### src/rtl/drwire_rr_arbiter_pkg.sv
// Shared types and round-robin pick helper for the dual-rail channel arbiter.
package drwire_arb_pkg;

   typedef enum logic [1:0] {IDLE = 2'd0, SEND = 2'd1, RTZ = 2'd2} arb_state_e;

   localparam int MAX_REQ = 16;
   localparam int GID_W   = $clog2(MAX_REQ);

   // First set bit of req scanning ptr, ptr+1, ... modulo n; 0 when nothing is set.
   function automatic logic [GID_W-1:0] rr_pick(input logic [MAX_REQ-1:0] req,
                                                input logic [GID_W-1:0]   ptr,
                                                input int                 n);
      logic [GID_W-1:0] win;
      logic             found;
      int               idx;
      win   = '0;
      found = 1'b0;
      for (int k = 0; k < MAX_REQ; k++) begin
         idx = (int'(ptr) + k) % n;
         if (k < n && !found && req[idx[GID_W-1:0]]) begin
            win   = GID_W'(idx);
            found = 1'b1;
         end
      end
      return win;
   endfunction

endpackage

### src/rtl/drwire_rr_arbiter_if.sv
// Producer/consumer dual-rail bundle seen by the arbiter.
interface drwire_rr_arbiter_if #(
   parameter int N_REQ = 4,
   parameter int WIDTH = 8
);
   localparam int GW = (N_REQ > 1) ? $clog2(N_REQ) : 1;

   logic [N_REQ*WIDTH-1:0] in_t;
   logic [N_REQ*WIDTH-1:0] in_f;
   logic [N_REQ-1:0]       in_ack;
   logic [WIDTH-1:0]       out_t;
   logic [WIDTH-1:0]       out_f;
   logic                   out_ack;
   logic [GW-1:0]          grant_id;
   logic                   busy;
   logic                   err;

   modport master (output in_t, in_f, out_ack,
                   input  in_ack, out_t, out_f, grant_id, busy, err);
   modport slave  (input  in_t, in_f, out_ack,
                   output in_ack, out_t, out_f, grant_id, busy, err);
endinterface

### src/rtl/drwire_rr_arbiter_completion.sv
// Per-channel dual-rail DATA/NULL/illegal detector.
module drwire_completion #(
   parameter int WIDTH = 8
) (
   input  logic [WIDTH-1:0] t,
   input  logic [WIDTH-1:0] f,
   output logic             complete,
   output logic             is_null,
   output logic             illegal
);
   assign illegal  = |(t & f);
   assign complete = &(t ^ f);
   assign is_null  = ~|(t | f);
endmodule

### src/rtl/drwire_rr_arbiter.sv
// Round-robin sequencer sharing one four-phase dual-rail output among N_REQ producers.
module drwire_rr_arbiter
   import drwire_arb_pkg::*;
#(
   parameter int N_REQ = 4,
   parameter int WIDTH = 8
) (
   input  logic ck,
   input  logic reset,
   drwire_rr_arbiter_if.slave bus
);
   localparam int GW = (N_REQ > 1) ? $clog2(N_REQ) : 1;

   localparam logic [1:0] S_IDLE = 2'(IDLE);
   localparam logic [1:0] S_SEND = 2'(SEND);
   localparam logic [1:0] S_RTZ  = 2'(RTZ);

   logic [N_REQ-1:0] complete, is_null, illegal;
   logic [1:0]       state;
   logic [GW-1:0]    ptr, gid;
   logic [N_REQ-1:0] ack_q;
   logic [WIDTH-1:0] ot_q, of_q, win_t, win_f;
   logic             busy_q, err_q;
   logic [GID_W-1:0] pick;

   generate
      for (genvar i = 0; i < N_REQ; i++) begin : g_cmp
         drwire_completion #(.WIDTH(WIDTH)) u_cmp (
            .t        (bus.in_t[i*WIDTH +: WIDTH]),
            .f        (bus.in_f[i*WIDTH +: WIDTH]),
            .complete (complete[i]),
            .is_null  (is_null[i]),
            .illegal  (illegal[i])
         );
      end
   endgenerate

   assign pick = rr_pick(MAX_REQ'(complete), GID_W'(ptr), N_REQ);

   always_comb begin
      win_t = '0;
      win_f = '0;
      for (int i = 0; i < N_REQ; i++) begin
         if (pick == GID_W'(i)) begin
            win_t = bus.in_t[i*WIDTH +: WIDTH];
            win_f = bus.in_f[i*WIDTH +: WIDTH];
         end
      end
   end

   always_ff @(posedge ck or negedge reset) begin
      if (!reset) begin
         state  <= S_IDLE;
         ptr    <= '0;
         gid    <= '0;
         ack_q  <= '0;
         ot_q   <= '0;
         of_q   <= '0;
         busy_q <= 1'b0;
         err_q  <= 1'b0;
      end else begin
         // A consumer ack with nothing outstanding is a protocol violation, not a grant.
         if (|illegal || (state == S_IDLE && bus.out_ack)) err_q <= 1'b1;
         case (state)
            S_IDLE: if (!bus.out_ack && |complete) begin
               ot_q   <= win_t;
               of_q   <= win_f;
               gid    <= GW'(pick);
               busy_q <= 1'b1;
               state  <= S_SEND;
            end
            S_SEND: if (bus.out_ack) begin
               ot_q  <= '0;
               of_q  <= '0;
               ack_q <= N_REQ'(1) << gid;
               state <= S_RTZ;
            end
            S_RTZ: if (!bus.out_ack && is_null[gid]) begin
               ack_q  <= '0;
               ptr    <= (gid == GW'(N_REQ-1)) ? '0 : gid + GW'(1);
               busy_q <= 1'b0;
               state  <= S_IDLE;
            end
            default: state <= S_IDLE;
         endcase
      end
   end

   assign bus.in_ack   = ack_q;
   assign bus.out_t    = ot_q;
   assign bus.out_f    = of_q;
   assign bus.grant_id = gid;
   assign bus.busy     = busy_q;
   assign bus.err      = err_q;

endmodule
### src/flat_wrapper.sv
// flat-port wrapper written by rule: the top's interface ports become plain ports
module drwire_rr_arbiter_flat import drwire_arb_pkg::*;
#(
   parameter int N_REQ = 4,
   parameter int WIDTH = 8
)
  (ck, reset, bus_in_t, bus_in_f, bus_out_ack, bus_in_ack, bus_out_t, bus_out_f, bus_grant_id, bus_busy, bus_err);
  drwire_rr_arbiter_if #(.N_REQ(N_REQ), .WIDTH(WIDTH)) bus_i ();
  input  logic ck;
  input  logic reset;
  input wire logic [$bits(bus_i.in_t)-1:0] bus_in_t;
  input wire logic [$bits(bus_i.in_f)-1:0] bus_in_f;
  input wire logic [$bits(bus_i.out_ack)-1:0] bus_out_ack;
  output wire logic [$bits(bus_i.in_ack)-1:0] bus_in_ack;
  output wire logic [$bits(bus_i.out_t)-1:0] bus_out_t;
  output wire logic [$bits(bus_i.out_f)-1:0] bus_out_f;
  output wire logic [$bits(bus_i.grant_id)-1:0] bus_grant_id;
  output wire logic [$bits(bus_i.busy)-1:0] bus_busy;
  output wire logic [$bits(bus_i.err)-1:0] bus_err;
  assign bus_i.in_t = bus_in_t;
  assign bus_i.in_f = bus_in_f;
  assign bus_i.out_ack = bus_out_ack;
  assign bus_in_ack = bus_i.in_ack;
  assign bus_out_t = bus_i.out_t;
  assign bus_out_f = bus_i.out_f;
  assign bus_grant_id = bus_i.grant_id;
  assign bus_busy = bus_i.busy;
  assign bus_err = bus_i.err;
  drwire_rr_arbiter #(.N_REQ(N_REQ), .WIDTH(WIDTH)) u_core (.ck(ck), .reset(reset), .bus(bus_i));
endmodule
### config.mk
export PLATFORM = sky130hd
export DESIGN_NAME = drwire_rr_arbiter_flat
export DESIGN_NICKNAME = d
export VERILOG_FILES = /design/src/rtl/drwire_rr_arbiter_pkg.sv /design/src/rtl/drwire_rr_arbiter_if.sv /design/src/rtl/drwire_rr_arbiter_completion.sv /design/src/rtl/drwire_rr_arbiter.sv /design/src/flat_wrapper.sv
export SDC_FILE = /design/constraint.sdc
export NUM_CORES = 1
export LEC_CHECK = 0
export BUFFER_PORTS_ARGS = -buffer_cell sky130_fd_sc_hd__buf_2
export CORE_MARGIN = 2
export CORE_UTILIZATION = 35
export CTS_CLUSTER_DIAMETER = 50
export DETAILED_ROUTE_END_ITERATION = 7
export GPL_TIMING_DRIVEN = 1
export MAX_ROUTING_LAYER = met4
export REMOVE_ABC_BUFFERS = 1
export SLEW_MARGIN = 20
export SYNTH_ARGS = -nofsm -noshare
export SYNTH_HDL_FRONTEND = slang
export SYNTH_HIERARCHICAL = 1
export SYNTH_SLANG_ARGS = --single-unit
### constraint.sdc
create_clock -name ck -period 2.8 [get_ports ck]
set_input_delay 0.56 -clock ck [delete_from_list [all_inputs] [get_ports ck]]
set_output_delay 0.56 -clock ck [all_outputs]
set_load 0.005 [all_outputs]
==> run metrics <==
DR WL/cell 15.21 um; Hold Violations, Final 0; master cell of the clock root buffer sky130_fd_sc_hd__clkbuf_8; fraction of registers with async set or reset after synthesis 100.0%; number of cells on the critical path 10; vias per std cell 4.980; final setup violation count 0; number of top-level pins between 90 and 100; endpoint required time on the critical path between 2 and 3 ns; clk buf depth 2; fraction of the yosys area taken by sequential cells 23.89%; most area-hungry cell type in the Yosys netlist sky130_fd_sc_hd__ha_1; status completed; signal arrival time at the worst endpoint approximately 2.7 ns; Initial Util between 30% and 40%; DIE WIDTH 95.54 um; clock transition time at the flip-flop clock pins of the worst setup and hold paths 0.10 ns; area of the core region 8175 um^2; number of global-route vias before repair 2497; DR DRC count 0; crit start category input port; number of synthesized register bits 28; clock tree from TritonCTS built; leakage component of the power 2.194 nW; delay of the slowest cell on the worst path 0.40 ns; Layout Utilization 43.83%; DIE AREA 9128 um^2; final global-route overflow total 0; leading cell types by count after synthesis 68 x sky130_fd_sc_hd__ha_1, 68 x sky130_fd_sc_hd__inv_1, 33 x sky130_fd_sc_hd__mux2i_1, 28 x sky130_fd_sc_hd__dfrtp_1, 26 x sky130_fd_sc_hd__nand2_1; shortest period the worst path allows approximately 2.5 ns; number of levels in the clock H-tree 1; proportion of layout cells with a drive suffix above 1 28.47%; clock latency reported for the late side of the worst-skew pair 0.28 ns; Placed Instances 505; Fin Setup TNS 0 ns; number of maximum-capacitance violations 0; post-synthesis instance area 2933 um^2; die height 95.54 um; number of enable-type register cells in the synthesized netlist 0; quantity of I/O buffers inserted on ports 90; area growth from synthesis to final layout 22.18%; number of CTS-inserted buffers 3; dominant register cell in the synthesized netlist sky130_fd_sc_hd__dfrtp_1; fillcell total 832; detailed-route via count approximately 2500; number of search-and-repair iterations in the first detailed-routing pass 4; worst path bufs/invs 3; worst-path fanout max 17; critical path start-end classification in -> reg; worst path cell trace buf_2 > inv_1 > ha_1 > nand4_1 > nor2_1 > nor4_1 > or3_4 > or3_1 > buf_12 > o221ai_1; kind of cell adding the most delay to the critical path simple AND/OR/NAND/NOR gates; DRC marker count from the first detailed-route iteration about 160; number of rows created at floorplan 33; R2R depth 4; synthesized instance count 312; post-CTS setup buffer count 0; final layout net count 540; number of inserted diodes 0; pins over their slew limit 0; transition time at the pin with the least slew margin 0.6375 ns; type of the most critical hold path in -> async; global router's overall resource usage 17.62%; weighted congestion at the end of routability-driven global placement 0.8916; worst ir drop on vdd 0.0001758 V; number of buffers added to fix hold violations after cts 0; Distinct cells, synth 36; final worst-path cycle share 88.05%; number of antenna violations at the first check in global routing 0; global-route wire length before repair 12010 um; Yosys top cell area share 29.01%; post-detailed-placement half-perimeter wirelength between 6000 and 7000 um; total power density per cell area 345.3 nW/um^2; largest net degree at the start of global routing 29; clock sink count 28; cell type of the slowest stage on the worst timing path sky130_fd_sc_hd__or3_1; average size of a mapped cell 9.400 um^2; remaining antenna violation count 0; f_max 405.6 MHz; clock skew after layout 0.009414 ns; Worst Setup End Kind register; RSZ-0062 raised after global routing no; reg-to-reg setup timing slack 0.99 ns; largest cells by area after synthesis sky130_fd_sc_hd__ha_1 29%, sky130_fd_sc_hd__dfrtp_1 24%, sky130_fd_sc_hd__mux2i_1 11%, sky130_fd_sc_hd__inv_1 8.7%, sky130_fd_sc_hd__o221ai_2 4.6%; overall routed net length approximately 7700 um; tightest slew margin relative to the limit 57.50%; Warnings, synthesis 6; cts repair resizes 0; Final Non-Filler Cells 509
kinds of logic (layout without fill, tap and decap cells):
kind of cell / Yosys count / count (layout) / synth area share, %
flip-flops: 28 / 28 / 23.89
adder cells (fa/ha/maj): 68 / 68 / 29.01
buffers and inverters: 76 / 168 / 10.75
AO/OA/AOI/OAI: 31 / 31 / 10.92
multiplexers: 35 / 35 / 12.41
AND/OR/NAND/NOR: 74 / 74 / 13.01
state kept, by name, summed over array words and instances, names as in the netlist:
signal and cells:
u_core/bus.busy 1, u_core/bus.err 1, u_core/bus.grant_id 2, u_core/bus.in_ack 4
u_core/bus.out_f 8, u_core/bus.out_t 8, u_core/ptr 2, u_core/state 2
metrics by stage:
stage	total power, mW	area, um^2	hold WS, ns	setup WS, ns
after detailed placement	0.9258	3512	0.4636	0.04804
after CTS	1.249	3583	0.3053	0.3416
after global placement	0.9165	3512	0.4559	0.1510
final	1.237	3583	0.2793	0.3346
after global routing	1.320	3583	0.3270	0.2322
after floorplan	0.7096	2873	0.2644	0.04530
final cells by class:
cell class / instances / area [um^2] / share of cell area [%]
inverter: 68 / 255.2 / 7.123
tap: 105 / 131.4 / 3.666
multi-input combinational: 208 / 1917 / 53.49
clock inverter: 1 / 30.03 / 0.8380
timing repair buffer: 96 / 508.0 / 14.18
clock buffer: 3 / 41.29 / 1.152
sequential: 28 / 700.7 / 19.55
routing by layer:
layer / GRT usage [%] / vias to the layer above / wire, um
li1: - / 1260 / -
met1: 24.08 / 1187 / 3640
met2: 28.38 / 79 / 3547
met3: 0.9486 / 9 / 431
met4: 4.881 / 0 / 120
met5: - / - / 0
path summary, 6_finish.rpt:
| check | endpoint | from |
|---|---|---|
| max | u_core/bus.out_f[1] | bus_in_f[29] |
| min | u_core/bus.in_ack[1] | reset |
| max reg2reg | u_core/ptr[1] | u_core/bus.grant_id[0] |
| min reg2reg | u_core/bus.err | u_core/bus.err |
| max in group asynchronous | u_core/bus.out_t[3] | reset |
| min in group ck | u_core/bus.err | u_core/bus.err |
placed cells by master (no fill, tap or decap), types with 2 or more instances in the layout:
cell and count:
sky130_fd_sc_hd__o221ai_2 9, sky130_fd_sc_hd__ha_1 68, sky130_fd_sc_hd__buf_2 90, sky130_fd_sc_hd__nand2_1 26, sky130_fd_sc_hd__nor4_1 9, sky130_fd_sc_hd__nand4_1 16, sky130_fd_sc_hd__dfrtp_1 28, sky130_fd_sc_hd__o221ai_1 7
sky130_fd_sc_hd__buf_4 5, sky130_fd_sc_hd__a32o_1 4, sky130_fd_sc_hd__nand3_1 2, sky130_fd_sc_hd__nor2b_1 4, sky130_fd_sc_hd__mux2i_1 33, sky130_fd_sc_hd__nor2_1 10, sky130_fd_sc_hd__inv_1 68, sky130_fd_sc_hd__o21ai_0 2
sky130_fd_sc_hd__clkbuf_8 3
report_power, final:
| group | internal [mW] | switching, mW |
|---|---|---|
| Clock | 0.192 | 0.134 |
| Combinational | 0.181 | 0.203 |
| Sequential | 0.466 | 0.0608 |
Note: power is estimated with default switching activity, not from simulation.
